==> config.mk <==
export PLATFORM = sky130hd
export DESIGN_NAME = mandelbrot_iter_ctrl
export DESIGN_NICKNAME = d
export VERILOG_FILES = /design/src/rtl/mandelbrot_pkg.sv /design/src/rtl/mandelbrot_iter_ctrl.sv
export SDC_FILE = /design/constraint.sdc
export NUM_CORES = 1
export LEC_CHECK = 0
export CORE_UTILIZATION = 35
export CTS_BUF_LIST = sky130_fd_sc_hd__clkbuf_16
export DETAILED_ROUTE_END_ITERATION = 8
export PLACE_DENSITY_LB_ADDON = 0.2
export SYNTH_ARGS = -nofsm -noshare
export SYNTH_HDL_FRONTEND = slang
export SYNTH_SLANG_ARGS = --single-unit
==> constraint.sdc <==
create_clock -name clk -period 2.3 [get_ports clk]
set_input_delay 0.575 -clock clk [delete_from_list [all_inputs] [get_ports clk]]
set_output_delay 0.575 -clock clk [all_outputs]
set_load 0.03 [all_outputs]
==> src/rtl/mandelbrot_pkg.sv <==
// Shared definitions for the Mandelbrot iteration datapath and its controller.
package mandelbrot_pkg;

    // Default word width of c and z; fixed-point format 2.(WIDTH-2).
    localparam int DEF_WIDTH      = 8;
    // Default width of the iteration limit and iteration count.
    localparam int DEF_ITER_WIDTH = 6;

    // Q-format helpers for the default width: 1.0 == ONE.
    localparam int FRAC_BITS      = DEF_WIDTH - 2;
    localparam int ONE            = 1 << FRAC_BITS;

    // Controller sequencing states.
    typedef enum logic [1:0] {
        ST_IDLE  = 2'd0,
        ST_START = 2'd1,
        ST_WAIT  = 2'd2,
        ST_DONE  = 2'd3
    } state_t;

endpackage

==> src/rtl/mandelbrot_iter_ctrl.sv <==
// Per-pixel iteration sequencer: takes a point c, runs z <- z^2 + c on an
// external ALU until escape or the iteration limit, then returns the count.
module mandelbrot_iter_ctrl
    import mandelbrot_pkg::*;
#(
    parameter int WIDTH      = DEF_WIDTH,
    parameter int ITER_WIDTH = DEF_ITER_WIDTH
) (
    input  logic                  clk,
    input  logic                  rst_n,

    // Point request from the pixel scanner
    input  logic                  in_valid,
    output logic                  in_ready,
    input  logic [WIDTH-1:0]      in_cr,
    input  logic [WIDTH-1:0]      in_ci,
    input  logic [ITER_WIDTH-1:0] in_max_iter,

    // Result to the consumer
    output logic                  out_valid,
    input  logic                  out_ready,
    output logic [ITER_WIDTH-1:0] out_iter,
    output logic                  out_escaped,

    output logic                  busy,

    // ALU interface
    output logic                  alu_start,
    input  logic                  alu_finished,
    output logic [WIDTH-1:0]      alu_cr,
    output logic [WIDTH-1:0]      alu_ci,
    output logic [WIDTH-1:0]      alu_zr,
    output logic [WIDTH-1:0]      alu_zi,
    input  logic [WIDTH-1:0]      alu_out_zr,
    input  logic [WIDTH-1:0]      alu_out_zi,
    input  logic                  alu_size,
    input  logic                  alu_overflow
);

    state_t                r_state;
    state_t                w_next_state;

    logic [WIDTH-1:0]      r_cr;
    logic [WIDTH-1:0]      r_ci;
    logic [WIDTH-1:0]      r_zr;
    logic [WIDTH-1:0]      r_zi;
    logic [ITER_WIDTH-1:0] r_max_iter;
    logic [ITER_WIDTH-1:0] r_iter;
    logic                  r_escaped;

    logic                  w_escape;
    logic                  w_accept;
    logic [ITER_WIDTH-1:0] w_iter_inc;
    logic                  w_limit_hit;

    assign w_escape    = alu_size | alu_overflow;
    assign w_accept    = (r_state == ST_IDLE) && in_valid;
    assign w_iter_inc  = r_iter + ITER_WIDTH'(1);
    // Escape is tested first, so reaching the limit only counts a clean step.
    assign w_limit_hit = (w_iter_inc == r_max_iter);

    // State register.
    always_ff @(posedge clk or negedge rst_n) begin
        // NOTE: clocked state uses non-blocking assignments so every register
        // samples the pre-edge values regardless of statement order.
        if (!rst_n) begin
            r_state <= ST_IDLE;
        end else begin
            r_state <= w_next_state;
        end
    end

    // Next-state decode and handshake/ALU strobes.
    always_comb begin
        // NOTE: every output of this block gets a default first, so no path
        // through the case can leave one unassigned and infer a latch.
        w_next_state = r_state;
        in_ready     = 1'b0;
        out_valid    = 1'b0;
        alu_start    = 1'b0;
        busy         = 1'b1;

        case (r_state)
            ST_IDLE: begin
                in_ready = 1'b1;
                busy     = 1'b0;
                if (in_valid) begin
                    // A zero limit finishes at once without touching the ALU.
                    w_next_state = (in_max_iter == '0) ? ST_DONE : ST_START;
                end
            end
            ST_START: begin
                alu_start    = 1'b1;
                w_next_state = ST_WAIT;
            end
            ST_WAIT: begin
                if (alu_finished) begin
                    if (w_escape || w_limit_hit) begin
                        w_next_state = ST_DONE;
                    end else begin
                        w_next_state = ST_START;
                    end
                end
            end
            ST_DONE: begin
                out_valid = 1'b1;
                if (out_ready) begin
                    w_next_state = ST_IDLE;
                end
            end
            default: begin
                w_next_state = ST_IDLE;
            end
        endcase
    end

    // Point/z/iteration datapath registers.
    always_ff @(posedge clk or negedge rst_n) begin
        if (!rst_n) begin
            r_cr       <= '0;
            r_ci       <= '0;
            r_zr       <= '0;
            r_zi       <= '0;
            r_max_iter <= '0;
            r_iter     <= '0;
            r_escaped  <= 1'b0;
        end else begin
            if (w_accept) begin
                r_cr       <= in_cr;
                r_ci       <= in_ci;
                r_max_iter <= in_max_iter;
                r_zr       <= '0;
                r_zi       <= '0;
                r_iter     <= '0;
                r_escaped  <= 1'b0;
            end else if ((r_state == ST_WAIT) && alu_finished) begin
                if (w_escape) begin
                    // Count stays at the last non-escaping step.
                    r_escaped <= 1'b1;
                end else begin
                    r_iter <= w_iter_inc;
                    // z only advances when another step will follow, so it
                    // is held steady for the ALU through START and WAIT.
                    if (!w_limit_hit) begin
                        r_zr <= alu_out_zr;
                        r_zi <= alu_out_zi;
                    end
                end
            end
        end
    end

    assign alu_cr      = r_cr;
    assign alu_ci      = r_ci;
    assign alu_zr      = r_zr;
    assign alu_zi      = r_zi;
    assign out_iter    = r_iter;
    assign out_escaped = r_escaped;

endmodule

==> out/results.tsv <==
stage	metric	value	unit
outcome	status	finished, final reports clean	
setup_path	crit_required	1.73	ns
timing	maxSlewViolCount	0	
pwr	power	4.36	mW
floorplanning	core	5990	sq um
synthesis	yosys.area.top_type_share	53.6	%
clock_tree	post_cts_buffers	0	
global_route	grt_pass1_wl	7690	um
placement	dp_hpwl	3760	um
timing	rsz0062_at_grt	no	
timing	fin_skew	0.00474	ns
synthesis	ys_types	37	
global_route	grt_usage	15.6	%
synthesis	syn_avg_cell_area	11.4	sq um
drt	drc_errors	0	
timing	fin_crit_sh	95.0	%
clock_tree	path_clk_slew	0.06	ns
synthesis	synthTopCellsByArea	dfrtp_1, mux2_2, mux2i_1	
global_route	gr-total-overflow	0	
run	cap_viol_max_count	0	
timing	max_freq	458	MHz
timing	setup_ws	0.114	ns
clock_tree	root_buffer	clkbuf_16	
drt	num_vias	1700	
timing	max_slew_margin	64.0	%
timing	setup_viol	0	
drt	first_pass_iters	4	
pwr	p_int	2.62	mW
pwr	clkPwrFrac	15.8	%
timing	report.final.hold_viol_count	0	
pwr	comb_power_share	51.9	%
pwr	swShare	39.9	%
synthesis	netlist_area	2190	sq um
setup_path	crit_start	r_state[1]	
synthesis	yosysWarnings	0	
layout	final_common_cell	clkdlybuf4s50_1	
setup_path	cp_slowest_cell	clkdlybuf4s50_1	
synthesis	mappedNetlistNets	239	
drt	finalWirelength	4880	um
synthesis	synthCells	193	
global_route	grt_max_degree	26	
floorplanning	die-height	81.2	um
drt	wl_met2	2380	um
global_route	grt_pass1_vias	1617	
setup_path	worstSetupEndpointType	primary output	
drt	highest_layer	met4	
timing	setup_tns	0	ns
timing	tightest_slew	0.540	ns
clock_tree	numCtsBuffers	5	
placement	place_inst	355	
layout	finalInstanceArea	3370	sq um
setup_path	crit_arrival	1.61	ns
synthesis	ys_async_sr_fraction	100	%
min_path	hold_class	input port to asynchronous set/reset pin	
floorplanning	start_util	36.6	%
pwr	max-vdd-ir-drop	0.779	mV
pwr	pwr-share-seq	32.2	%
drt	wl_met1	2140	um
drt	first_iter_violations	67	
layout	fin_cells	363	
setup_path	crit_end	busy	
synthesis	yosys.area.top_type	dfrtp_1	
floorplanning	rows	28	
clock_tree	cts_tree	done	
placement	routabilityCongestion	0.764	
setup_path	worst-path-max-fanout	8	
pwr	cellLeakagePower	1.48	nW
floorplanning	fp.dieW	81.2	um
clock_tree	cts_buffer_depth	2	
floorplanning	dieArea	6590	sq um
setup_path	crit_path_start_kind	register	
setup_path	r2r_slack	0.31	ns
layout	drive_gt1_share	15.3	%
floorplanning	ioPinCount	88	
placement	place_ws	-0.139	ns
drt	wl_met3	335	um
setup_path	rr_worst_depth	7	
clock_tree	cts_htree_levels	2	
synthesis	synth_seq_cells	47	
global_route	antenna_found_initial	0	
setup_path	max_stage_delay	0.66	ns
pwr	power.switching	1.74	mW
setup_path	critical_path_class	register to primary output	
setup_path	timing.rr.end	alu_zr[7]	
drt	routedWlPerCell	13.4	um
setup_path	critical_path.reg2reg.startpoint	out_iter[1]	
layout	syn2layout_area_growth	53.5	%
timing	post-route-min-period	2.19	ns
clock_tree	clock_latency	0.28	ns
drt	avgViaCountPerCell	4.68	
drt	postRouteAntennaNets	0	
layout	nFillCells	521	
setup_path	crit_chain	nor2_2, inv_1, clkdlybuf4s50_1	
synthesis	synth_edf_count	0	
pwr	pwr_density_cell	1300	nW/um^2
clock_tree	cts.sinks	47	
layout	nets	333	
synthesis	ys.flop_type	dfrtp_1	
layout	final_cell_mix	clkdlybuf4s50_1, dfrtp_1, inv_1	
placement	io_buffers	87	
synthesis	synth_seq_area_share	53.6	%
layout	diodes	0	
placement	placed_cell_area	3220	sq um
routing by layer:
layer,track usage (%),up-vias
met5,0,-
met4,3.21,0
met1,20.5,811
met2,25.0,52
li1,-,835
met3,5.06,2
cells in the mapped netlist, drive strengths merged, types with 2 or more instances:
cell and instances:
a21oi 3, o31ai 2, xnor2 3, a41oi 2, nor2 5, mux2 22, nand3 4, o21ai 9
mux2i 17, nand2 22, buf 3, xor2 5, inv 22, dfrtp 47, nor2b 5, clkbuf 5
kinds of logic after synthesis:
logic type,count (synthesis),synth area share (%)
adders and majority gates,1,0.570
muxes,39,19.0
xor gates and xnor gates,8,3.19
DFF,47,53.6
AOI/OAI and AO/OA,23,8.15
and+or+nand+nor,45,9.75
buffers and inverters,30,5.70
critical path: cells and delay by family (launching register included):
kind                   cells  cell delay (ns)
buffers and inverters      2             0.72
and+or+nand+nor            1             0.10
DFF                        1             0.51
what timing repair did:
action / in CTS / in global routing
hold buffers: 0 / 0
resized for setup: 1 / 2
hold endpoints to repair: 0 / 0
endpoints found under the setup margin: 1 / 2
cloned: 0 / 0
power groups by stage:
stage	Clock (mW)	Sequential (mW)	Combinational, mW
after CTS	0.713	1.41	2.30
final	0.691	1.41	2.27
after detailed placement	0	1.42	2.30
after global placement	0	1.41	2.27
after global routing	0.742	1.45	2.42
after floorplan	0	1.91	0.812
layout make-up:
type | instances | area [sq um] | share of cell area [%]
Timing Repair Buffer | 95 | 977 | 29.0
Inverter | 22 | 82.6 | 2.45
Sequential cell | 47 | 1180 | 34.9
Tap cell | 75 | 93.8 | 2.78
Clock buffer | 5 | 125 | 3.71
Clock inverter | 3 | 16.3 | 0.483
Multi-Input combinational cell | 116 | 898 | 26.7
state kept, by name (all words and copies together) (netlist names):
name         flops
alu_ci           8
alu_cr           8
r_state          2
r_max_iter       6
alu_zr           8
out_escaped      1
out_iter         6
alu_zi           8
how the worst min path moves through the flow:
stage	start	endpoint	slack (ns)
3_5_place_dp	alu_cr[6]	alu_cr[6]	0.49
5_1_grt	rst_n	alu_cr[5]	0.32
4_1_cts	rst_n	alu_cr[5]	0.29
2_1_floorplan	rst_n	alu_ci[0]	0.28
3_3_place_gp	alu_cr[0]	alu_cr[0]	0.49
6_report	rst_n	alu_cr[5]	0.27
per-stage QoR:
step | hold slack, ns | utilization, %
floorplan | 0.279 | -
global placement | 0.487 | 53.8
detailed placement | 0.492 | 53.8
CTS | 0.295 | 56.2
global route | 0.317 | 56.2
finish | 0.274 | 56.2
Note: power is estimated with default switching activity, not from simulation.
==> RTL edit 1 (same flow settings) <==
`DEF_ITER_WIDTH`: 6 -> 5.
--- a/src/rtl/mandelbrot_pkg.sv
+++ b/src/rtl/mandelbrot_pkg.sv
@@ -6,3 +6,3 @@
     // Default width of the iteration limit and iteration count.
-    localparam int DEF_ITER_WIDTH = 6;
+    localparam int DEF_ITER_WIDTH = 5;
 
Interface: changed (resized in_max_iter and out_iter); port bits go from 88 to 86. No check against the original RTL was run, so the function may have changed too.
==> RTL edit 1 against the original RTL <==
  * Wire length fell by 4.9%
  * Clock skew down 0.00073 ns
  * Final cell count increased by 2.8%
  * Design area shrank 7.6%
  * Sequential cell count down 2
  * Setup slack lost 0.057 ns
  * Synthesized area is 10% lower
  * Combinational power fell by 6%
  * Global-route usage grew 0.93 points
  * Power shrank 1.6%
  * Non-clock buffer count increased by 1
==> RTL edit 1: results (changes against the original RTL) <==
most common flop cell mapped by yosys = dfrtp_1 (unchanged)
outcome = complete, no violations (unchanged)
ratio of cells with drive above 1 in the final layout = 7.59% (was 15.3%)
syn nets = 254 (was 239)
Reg2Reg Setup Slack = 0.26 ns (was 0.31 ns)
critical path peak fanout = 9 (was 8)
sequential fraction of the synthesis area = 57.1% (was 53.6%)
# Post-CTS Setup Buffers = 0 (unchanged)
H-tree depth = 2 (unchanged)
initial antenna violation count = 0 (unchanged)
R2R Path Start = out_iter[1] (unchanged)
fin nets = 348 (was 333)
critical path data arrival time = 1.67 ns (was 1.61 ns)
Yosys warning total = 0 (unchanged)
Min Hold Slack = 0.260 ns (was 0.274 ns)
total track usage = 16.5% (was 15.6%)
Max VDD drop = 0.738 mV (was 0.779 mV)
clock latency on the worst-skew pair = 0.28 ns (about the same)
DR DRC count = 0 (unchanged)
Ant. Diodes = 0 (unchanged)
Longest Clk Path Bufs = 2 (unchanged)
worst r2r dst = alu_zr[5] (was alu_zr[7])
Final Max Tran Viols = 0 (unchanged)
wire length of the first global-routing pass = 7770 µm (was 7690 µm)
clk slew on worst S/H paths = 0.06 ns (about the same)
synth unique cells = 25 (was 37)
DR pass1 iterations = 4 (unchanged)
pin count of the biggest net entering global routing = 25 (was 26)
dpl ws = 0.111 ns (was -0.139 ns)
Async S/R FF share, synth = 100% (unchanged)
clk root buf = clkbuf_16 (unchanged)
gpl congestion = 0.742 (was 0.764)
via-per-instance ratio = 4.62 (was 4.68)
Tightest Pin Transition = 0.504 ns (was 0.540 ns)
total length of routed wires = 4640 µm (was 4880 µm)
DR iter-0 viols = 51 (was 67)
r2r worst-path depth = 7 (unchanged)
placed wire-length estimate = 3400 µm (was 3760 µm)
vias in the first global route = 1617 (unchanged)
Final Skew = 0.00401 ns (was 0.00474 ns)
Port-buffer cells = 85 (was 87)
top post-synthesis cells by count = 83 x nand2_1, 45 x dfrtp_1, 13 x nor2_1, 12 x o21ai_0, 9 x mux2i_1 (was 47 x dfrtp_1, 22 x inv_1, 22 x mux2_2, 22 x nand2_1, 17 x mux2i_1)
worst hold-check path type = input port to asynchronous set/reset pin (unchanged)
most area-consuming cells after synthesis = dfrtp_1 57%, nand2_1 16%, mux2i_1 4.6%, o21ai_0 3.0%, nor2_1 2.5% (was dfrtp_1 54%, mux2_2 11%, mux2i_1 7.8%, inv_1 3.8%, nand2_1 3.8%)
Lkg Pwr = 1.43 nW (was 1.48 nW)
-- RTL edit 1: changes by cell type after synthesis, sizes merged, moves of 3 or more --
cell	unedited run	this run
nor2b	5	2
nor2	5	13
nand2	22	83
nand3	4	8
inv	22	4
mux2	22	0
o21ai	9	12
mux2i	17	9
-- RTL edit 1: worst max-delay path by stage --
stage	start	to	depth (start not counted)	slack, ns
5_1_grt	r_state[1]	busy	3	0.001
6_report	r_state[1]	busy	3	0.06
2_1_floorplan	out_iter[0]	alu_zr[3]	7	0.13
4_1_cts	r_state[1]	out_valid	2	0.01
3_5_place_dp	alu_overflow	alu_zr[5]	7	0.11
3_3_place_gp	alu_overflow	alu_zr[5]	7	0.18
-- RTL edit 1: area by class of cell --
class | count | area (µm²)
fillers | 491 | 2160
flip-flops and latches | 45 | 1130
repair buffers | 96 | 942
multi-input cells | 151 | 783
clock buffers | 5 | 125
well taps | 70 | 87.6
clock inverters | 2 | 35.0
inverters | 4 | 15.0
-- RTL edit 1: critical path, cell delays in order (launching register included) --
cell and delay [ns]:
dfrtp_1 0.53, nor2_1 0.13, inv_1 0.07, clkdlybuf4s50_1 0.66
-- RTL edit 1: metrics by stage --
| stage | instances | instance area (µm²) | power (W) | util (%) |
|---|---|---|---|---|
| finish | 373 | 3110 | 0.00429 | 59.1 |
| global route | 373 | 3110 | 0.00456 | 59.1 |
| CTS | 373 | 3110 | 0.00434 | 59.0 |
| detailed placement | 366 | 2950 | 0.00354 | 56.0 |
| global placement | 366 | 2950 | 0.00352 | 56.0 |
| floorplan | 209 | 1970 | 0.00259 | - |
-- RTL edit 1: where the power goes --
part	switching [W]	internal (W)
clock network	0.000285	0.000504
logic	0.00123	0.000906
registers	0.000228	0.00114
-- RTL edit 1: routing by layer --
metal,vias up,GRT usage [%],share of wire [%]
li1,863,-,-
met1,796,22.2,46
met2,58,25.2,45
met3,6,5.83,8.0
met4,0,4.53,1.1
met5,-,0,0
-- RTL edit 1: timing repair --
item	4_1_cts	5_1_grt
resized for setup	1	1
cloned	0	0
setup endpoints to repair	1	1
-- RTL edit 1: logic make-up after synthesis --
group,after synthesis,synth area share (%)
multiplexers,9,4.57
AO/OA/AOI/OAI,19,5.84
XOR/XNOR,9,4.76
flip-flops,45,57.1
AND/OR/NAND/NOR,113,23.8
adder cells (fa/ha/maj),1,0.635
buffers and inverters,13,3.24
==> RTL edit 2 (same flow settings) <==
Without the edit above. Reset style: synchronous (`rst_n`), changed in 2 clocked blocks.
--- a/src/rtl/mandelbrot_iter_ctrl.sv
+++ b/src/rtl/mandelbrot_iter_ctrl.sv
@@ -62,3 +62,3 @@
     // State register.
-    always_ff @(posedge clk or negedge rst_n) begin
+    always_ff @(posedge clk) begin
         // NOTE: clocked state uses non-blocking assignments so every register
@@ -117,3 +117,3 @@
     // Point/z/iteration datapath registers.
-    always_ff @(posedge clk or negedge rst_n) begin
+    always_ff @(posedge clk) begin
         if (!rst_n) begin
Check against the original RTL: differs if rst_n is asserted again (counterexample within 4 cycles, from zero or initial values and one cycle with rst_n low); with rst_n held inactive, the same outputs for 10 cycles.
==> RTL edit 2 against the original RTL <==
  * Design area fell by 6.5%
  * Sequential cell count did not move
  * Via count rose by 9.3%
  * Synthesized area fell by 6.5%
  * Wire length fell by 0.96%
  * Setup slack got worse by 0.0083 ns
  * Global-route usage rose by 0.58 points
  * Highest routed layer unchanged
Power is not compared: it rests on default switching activity, and its combinational part moved more than twofold at a synthesized area within 25%.
==> RTL edit 2: results (changes against the original RTL) <==
Slew HR = 76.2% (was 64.0%)
ratio of cells with drive above 1 in the final layout = 5.86% (was 15.3%)
Async S/R FF share, synth = 0% (was 100%)
Fillers = 526 (was 521)
total track usage = 16.2% (was 15.6%)
vias in the first global route = 1753 (was 1617)
sequential fraction of the synthesis area = 45.9% (was 53.6%)
worst setup path start = r_state[1] (unchanged)
R2R Path Start = out_iter[0] (was out_iter[1])
Min Hold Slack = 0.449 ns (was 0.274 ns)
Reg2Reg Setup Slack = 0.38 ns (was 0.31 ns)
Post-DP Area = 0.00301 mm² (was 0.00322 mm²)
worst hold-check path type = flip-flop to flip-flop (was input port to asynchronous set/reset pin)
pin count of the biggest net entering global routing = 33 (was 26)
top post-synthesis cells by count = 81 x nand2_1, 47 x dfxtp_1, 16 x mux2i_1, 12 x a21boi_0, 11 x a21boi_1 (was 47 x dfrtp_1, 22 x inv_1, 22 x mux2_2, 22 x nand2_1, 17 x mux2i_1)
Placed Instances = 388 (was 355)
post-synth top area share = 45.9% (was 53.6%)
wire length of the first global-routing pass = 7770 µm (was 7690 µm)
met1 Track Usage GR = 19.0% (was 20.5%)
PostCTS Resize Cnt = 0 (was 1)
worst r2r dst = alu_zr[1] (was alu_zr[7])
Final Skew = 0.00278 ns (was 0.00474 ns)
placed wire-length estimate = 3510 µm (was 3760 µm)
synth unique cells = 38 (was 37)
outcome = complete, no violations (unchanged)
GR Util met3 = 4.53% (was 5.06%)
GR Util met2 = 27.5% (was 25.0%)
period utilization = 95.4% (was 95.0%)
dpl ws = 0.293 ns (was -0.139 ns)
[RTL edit 2: cell types whose count changed after synthesis, sizes merged, moves of 4 or more]
cell    unedited run  this run
and2               1         5
clkbuf             5        10
mux2              22         1
inv               22         1
o21ai              9         1
dfxtp              0        47
dfrtp             47         0
a21boi             0        23
nand2             22        81
[RTL edit 2: area by class of cell]
type	instances	area share (%)
multi-input combinational	176	33.6
sequential	47	29.9
clock buffer	5	3.97
inverter	1	0.119
tap	72	2.86
clock inverter	3	0.357
timing repair buffer	92	29.2
[RTL edit 2: report_power, final]
group | internal, W | switching [W] | leakage [nW]
logic | 0.000187 | 0.000204 | 0.694
registers | 0.000851 | 0.0000244 | 0.382
clock network | 0.000391 | 0.000279 | 0.0701
total | 0.00143 | 0.000507 | 1.15
[RTL edit 2: kinds of logic (layout without fill, tap and decap cells)]
kind of cell	Yosys count	count (layout)	share of synthesized area, %
adder cells (fa/ha/maj)	1	1	0.610
buffers and inverters	12	101	2.56
AND/OR/NAND/NOR	112	112	24.3
AO/OA/AOI/OAI	35	35	13.2
multiplexers	17	17	8.35
XOR/XNOR	11	11	5.06
flip-flops	47	47	45.9
[RTL edit 2: worst register-to-register path, stage by stage (launching register included)]
cell and delay [ns]:
dfxtp_1 0.46, ha_1 0.28, nand2b_1 0.10, o211a_1 0.22, o31ai_2 0.32, a31oi_4 0.14
buf_12 0.18, mux2i_1 0.13
[RTL edit 2: per-layer routing]
layer,wire [µm],part of all wire (%),up-vias
li1,-,-,952
met1,2140,44,852
met2,2330,48,49
met3,305,6.3,5
met4,60,1.2,0
met5,0,0,-
